[config.mk]
export PLATFORM = sky130hd
export DESIGN_NAME = ingester_stripe_reader
export DESIGN_NICKNAME = d
export VERILOG_FILES = /design/src/rtl/ingester_stripe_reader.sv
export SDC_FILE = /design/constraint.sdc
export NUM_CORES = 1
export LEC_CHECK = 0
export BUFFER_PORTS_ARGS = -buffer_cell sky130_fd_sc_hd__buf_2
export CAP_MARGIN = 5
export CORE_MARGIN = 2
export CORE_UTILIZATION = 56
export CTS_BUF_LIST = sky130_fd_sc_hd__clkbuf_8
export DETAILED_ROUTE_END_ITERATION = 16
export GPL_TIMING_DRIVEN = 0
export PLACE_DENSITY = 0.9
export SETUP_SLACK_MARGIN = 0.4
export SLEW_MARGIN = 20
export SYNTH_ARGS = -nofsm -noshare
export SYNTH_HDL_FRONTEND = slang
export SYNTH_SLANG_ARGS = --single-unit
[constraint.sdc]
create_clock -name clock -period 2.95 [get_ports clock]
set_clock_uncertainty 0.2 [all_clocks]
set_input_delay 0.4425 -clock clock [delete_from_list [all_inputs] [get_ports clock]]
set_output_delay 0.4425 -clock clock [all_outputs]
set_load 0.01 [all_outputs]
[src/rtl/ingester_stripe_reader.sv]
// ingester_stripe_reader
// Reads a finished stripe bank back out as 40 8x8 blocks in block-raster order
// and streams them one pixel per beat over valid/ready with sob/eob/eos flags.
// Optional build macro: INGESTER_READER_LEVEL_SHIFT_EN (pixel - 128, bit 7 inverted).
module ingester_stripe_reader #(
    parameter int unsigned NUM_EBRS       = 5,
    parameter int unsigned BLOCKS_PER_EBR = 8
) (
    input  logic       clock,
    input  logic       reset,
    input  logic       stripe_ready,
    input  logic       stripe_bank,
    output logic       ebr_bank,
    output logic [2:0] ebr_select,
    output logic [8:0] ebr_raddr,
    output logic       ebr_rclken,
    input  logic [7:0] ebr_rdata,
    output logic [7:0] out_pixel,
    output logic       out_valid,
    input  logic       out_ready,
    output logic       out_sob,
    output logic       out_eob,
    output logic       out_eos,
    output logic       busy,
    output logic       overrun
);
    localparam logic [8:0] LAST_ADDR = 9'(BLOCKS_PER_EBR * 64 - 1);
    localparam logic [2:0] LAST_EBR  = 3'(NUM_EBRS - 1);

    typedef enum logic [1:0] {ST_IDLE, ST_READ, ST_DRAIN} state_t;

    state_t      r_state;
    state_t      w_state_nxt;

    logic        r_bank;
    logic [2:0]  r_sel;
    logic [8:0]  r_addr;

    // Read issued last cycle; its data is on ebr_rdata this cycle.
    logic        r_inflight;
    logic        r_if_sob;
    logic        r_if_eob;
    logic        r_if_eos;

    // Two-entry skid buffer: r_out_* is the registered output slot, r_skid_* the overflow slot.
    // Data word layout: {pixel[7:0], sob, eob, eos}.
    logic        r_out_valid;
    logic [10:0] r_out_data;
    logic        r_skid_valid;
    logic [10:0] r_skid_data;

    logic        r_overrun;

    logic        w_pop;
    logic        w_issue;
    logic        w_busy;
    logic        w_last_read;
    logic        w_done;
    logic [1:0]  w_occ;
    logic [7:0]  w_cap_pix;
    logic [10:0] w_cap_data;

`ifdef INGESTER_READER_LEVEL_SHIFT_EN
    assign w_cap_pix = {~ebr_rdata[7], ebr_rdata[6:0]};
`else
    assign w_cap_pix = ebr_rdata;
`endif

    assign w_cap_data  = {w_cap_pix, r_if_sob, r_if_eob, r_if_eos};
    assign w_pop       = r_out_valid & out_ready;
    // Occupancy once this edge's pop is accounted for; counting the pop lets
    // a 2-entry buffer sustain one beat per cycle without ever overflowing.
    assign w_occ       = 2'(r_out_valid) + 2'(r_skid_valid) + 2'(r_inflight) - 2'(w_pop);
    assign w_last_read = (r_sel == LAST_EBR) && (r_addr == LAST_ADDR);
    assign w_done      = !r_inflight && !r_skid_valid && (!r_out_valid || w_pop);

    // State register
    always_ff @(posedge clock) begin
        if (reset) r_state <= ST_IDLE;
        else       r_state <= w_state_nxt;
    end

    // Next-state logic
    always_comb begin
        w_state_nxt = r_state;
        case (r_state)
            ST_IDLE:  if (stripe_ready)             w_state_nxt = ST_READ;
            ST_READ:  if (w_issue && w_last_read)   w_state_nxt = ST_DRAIN;
            ST_DRAIN: if (w_done)                   w_state_nxt = ST_IDLE;
            default:                                w_state_nxt = ST_IDLE;
        endcase
    end

    // FSM outputs: busy and read issue gated by buffer credit
    always_comb begin
        w_busy  = 1'b0;
        w_issue = 1'b0;
        case (r_state)
            ST_READ: begin
                w_busy  = 1'b1;
                w_issue = (w_occ < 2'd2);
            end
            ST_DRAIN: w_busy = 1'b1;
            default: ;
        endcase
    end

    // Bank latch and read address counters (col/row/block in r_addr, EBR in r_sel)
    always_ff @(posedge clock) begin
        if (reset) begin
            r_bank <= 1'b0;
            r_sel  <= '0;
            r_addr <= '0;
        end else if (r_state == ST_IDLE && stripe_ready) begin
            r_bank <= stripe_bank;
            r_sel  <= '0;
            r_addr <= '0;
        end else if (w_issue && !w_last_read) begin
            r_addr <= (r_addr == LAST_ADDR) ? '0 : r_addr + 9'd1;
            if (r_addr == LAST_ADDR) r_sel <= r_sel + 3'd1;
        end
    end

    // Track the outstanding read and the flags that belong to it
    always_ff @(posedge clock) begin
        if (reset) begin
            r_inflight <= 1'b0;
            r_if_sob   <= 1'b0;
            r_if_eob   <= 1'b0;
            r_if_eos   <= 1'b0;
        end else begin
            r_inflight <= w_issue;
            r_if_sob   <= (r_addr[5:0] == 6'd0);
            r_if_eob   <= (r_addr[5:0] == 6'd63);
            r_if_eos   <= w_last_read;
        end
    end

    // Skid buffer: capture returning data, keep order, hold output while stalled
    always_ff @(posedge clock) begin
        if (reset) begin
            r_out_valid  <= 1'b0;
            r_out_data   <= '0;
            r_skid_valid <= 1'b0;
            r_skid_data  <= '0;
        end else if (r_inflight) begin
            if (!r_out_valid || w_pop) begin
                if (r_skid_valid) begin
                    r_out_data  <= r_skid_data;
                    r_skid_data <= w_cap_data;
                end else begin
                    r_out_data  <= w_cap_data;
                end
                r_out_valid <= 1'b1;
            end else begin
                r_skid_data  <= w_cap_data;
                r_skid_valid <= 1'b1;
            end
        end else if (w_pop) begin
            if (r_skid_valid) begin
                r_out_data   <= r_skid_data;
                r_skid_valid <= 1'b0;
            end else begin
                r_out_valid <= 1'b0;
            end
        end
    end

    // Sticky overrun: a stripe_ready while a stripe is still in progress
    always_ff @(posedge clock) begin
        if (reset)                      r_overrun <= 1'b0;
        else if (stripe_ready && w_busy) r_overrun <= 1'b1;
    end

    assign ebr_bank   = r_bank;
    assign ebr_select = r_sel;
    assign ebr_raddr  = r_addr;
    assign ebr_rclken = w_issue;
    assign out_valid  = r_out_valid;
    assign out_pixel  = r_out_data[10:3];
    assign out_sob    = r_out_data[2];
    assign out_eob    = r_out_data[1];
    assign out_eos    = r_out_data[0];
    assign busy       = w_busy;
    assign overrun    = r_overrun;

endmodule

==> results.cfg <==
[setup_path]
reg2reg_depth = 9
crit_fanout = 10
regToRegSetupSlack_ns = 0.47
critPathKind = reg -> reg
cp_data_required_time_ns = 2.99
critPathArrivalTime_ns = 2.52
crit_path_start_kind = register
end_kind = register
worst_r2r_endpoint = ebr_raddr[4]
rr_startpoint = ebr_raddr[0]

[layout]
drive_gt1_frac = 0.279
design_area_um2 = 2540
instances_no_fill = 317
diodes = 0
final_nets = 294
area_growth_pct = 23.5

[synth]
ys_warn_count = 0
synth.cell_area_um2 = 2050
yosysSeqAreaShare = 0.429
synth_edf_count = 0
yosys_register_bits = 44
ys.flop_type = dfxtp_1
yosys.cell_types.count = 33
syn-num-nets = 246
avgSynthCellArea_um2 = 9.34
ys_async_sr_fraction = 0
syn-instance-count = 220

[die]
dieHeight_um = 64.6
die_w_um = 64.6
initial_core_util = 0.570
rows = 22
ios = 41
dieArea_um2 = 4170
design.core.area_um2 = 3610

[clock_tree]
cts_num_sinks = 44
cts-htree-levels = 2
cts_inserted_buffers = 5
cts_tree = built
cts_root_buf = clkbuf_8
clockBufferDepth = 2
holdBufCountCts = 0
clkTransAtPathRegs_ns = 0.09
insertion_delay_ns = 0.30

[timing]
slew_headroom = 0.604
final-hold-violation-count = 0
report.final.slew_viol_count = 0
fmax_mhz = 403
finalSetupViolCount = 0
worst-slew-pin-transition_ns = 0.594
rsz0062_at_grt = true
min_period_ns = 2.48
finalSetupTns_ns = 0
period_share = 0.841

[power]
power_density_nw_per_um2 = 620
p_leak_uw = 0.00111
peakVddDrop_v = 0.000395

[drt]
drt-pass1-iter-count = 4
ant_nets = 0
routed_wl_mm = 4.25
num_vias = 1700
drc = 0
avgRoutedWirePerCell_um = 13.4
first_iter_violations = 53
vias_per_cell = 5.36

[job]
cap_violations = 0

[global_route]
overflow = 0
antenna_found_initial = 0
grt_max_degree = 16
grt_pass1_wl_mm = 6.92
track_usage = 0.212
grt_pass1_vias = 1576

[hold_path]
hold_class = in -> reg
hold_path.startpoint = ebr_rdata[5]
worstHoldEndpoint = r_skid_data[8]
min_path_cells = 3

[placed_design]
dp.cells = 307
port_buffers = 39
dpl-instance-area_um2 = 2310
dp_hpwl_mm = 3.00
place_congestion = 0.847

[status]
status = completed
placed cells by master (no fill, tap or decap), types with 3 or more instances in the layout:
master	n
a211oi_1	11
a21oi_1	9
and3_1	4
buf_2	40
clkbuf_1	8
clkbuf_8	5
dfxtp_1	40
dfxtp_4	3
ha_1	9
inv_1	10
mux2i_1	26
nand2_1	4
nand2b_1	8
nand3_1	3
nor2_1	38
o21ai_0	7
or3_1	3
final cells by class:
cell class / instances / area [um2]
fill: 281 / 1070
tap: 48 / 60.1
inverter: 12 / 45.0
multi-input combinational: 153 / 1160
sequential: 44 / 893
clock inverter: 3 / 46.3
buffer: 11 / 51.3
clock buffer: 5 / 68.8
timing repair buffer: 41 / 216
report_power, final:
group / internal, uW / switching, uW / total, uW
combinational: 178 / 243 / 421
clock: 255 / 217 / 472
sequential: 640 / 40.0 / 680
total: 1070 / 500 / 1570
timing repair:
| action | 4_1_cts | 5_1_grt |
|---|---|---|
| cloned | 0 | 0 |
| gates resized for setup | 10 | 16 |
| pin swaps | 1 | 4 |
| buffers inserted | 1 | 1 |
| setup endpoints to repair | 12 | 13 |
Yosys cell counts, drive strengths merged (2+ instances only):
master / count / share of area
mux2i: 26 / 0.13
buf: 2 / 0.0049
nand2b: 8 / 0.024
a21oi: 12 / 0.035
nand2: 6 / 0.011
dfxtp: 44 / 0.43
a2bb2oi: 2 / 0.0085
inv: 12 / 0.022
a211oi: 12 / 0.046
o21ai: 8 / 0.019
nand3: 5 / 0.012
or3: 3 / 0.0091
or3b: 2 / 0.0085
and3: 5 / 0.015
clkbuf: 9 / 0.016
o2111ai: 2 / 0.0085
nor2: 38 / 0.069
ha: 13 / 0.079
cell families (layout without fill, tap and decap cells):
logic type | after synthesis | in the layout | synth area share
flops | 44 | 44 | 0.429
xor+xnor | 2 | 2 | 0.0177
simple gates | 73 | 73 | 0.176
fa+ha+maj | 13 | 13 | 0.0792
buf+inv | 23 | 72 | 0.0432
compound gates | 39 | 39 | 0.129
mux | 26 | 26 | 0.127
state kept, by name, indices dropped and copies added (netlist names):
name and flops:
r_if_sob 1, r_inflight 1, r_if_eob 1, r_skid_data 11
out_valid 1, r_state 2, ebr_raddr 9, ebr_select 3
r_if_eos 1, overrun 1, r_out_data 11, r_skid_valid 1
ebr_bank 1
worst max-delay path by stage:
stage	startpoint	end	slack (ns)	cells after the start
finish	ebr_raddr[0]	ebr_raddr[4]	0.47	9
detailed placement	out_ready	ebr_raddr[4]	0.18	9
global route	ebr_raddr[0]	r_state[0]	0.36	9
CTS	ebr_raddr[0]	ebr_raddr[4]	0.38	9
global placement	out_ready	ebr_raddr[4]	0.23	9
floorplan	ebr_raddr[0]	ebr_raddr[4]	0.42	9
worst max-delay path, stage by stage, from the launching register on:
cell and delay [ns]:
dfxtp_4 0.38, ha_2 0.20, and3_4 0.19, and3_1 0.19, and3_1 0.19, ha_2 0.19, buf_6 0.14, nand3b_4 0.18
or3b_1 0.42, a21oi_2 0.14
per-layer routing:
| metal | global-route usage | up-vias | share of wire |
|---|---|---|---|
| li1 | - | 856 | - |
| met1 | 0.245 | 792 | 0.42 |
| met2 | 0.376 | 43 | 0.52 |
| met3 | 0.0556 | 9 | 0.037 |
| met4 | 0.0771 | 0 | 0.017 |
| met5 | 0 | - | 0 |
stage by stage:
stage               total power [uW]  hold slack [ns]  utilization  setup WS [ns]
finish                          1570            0.189        0.704          0.468
global route                    1650            0.185        0.704          0.358
floorplan                        947            0.260            -          0.416
CTS                             1550            0.192        0.688          0.375
detailed placement              1060            0.255        0.641          0.181
global placement                1040            0.246        0.641          0.225
No activity file was read; power rests on OpenSTA's default activity.
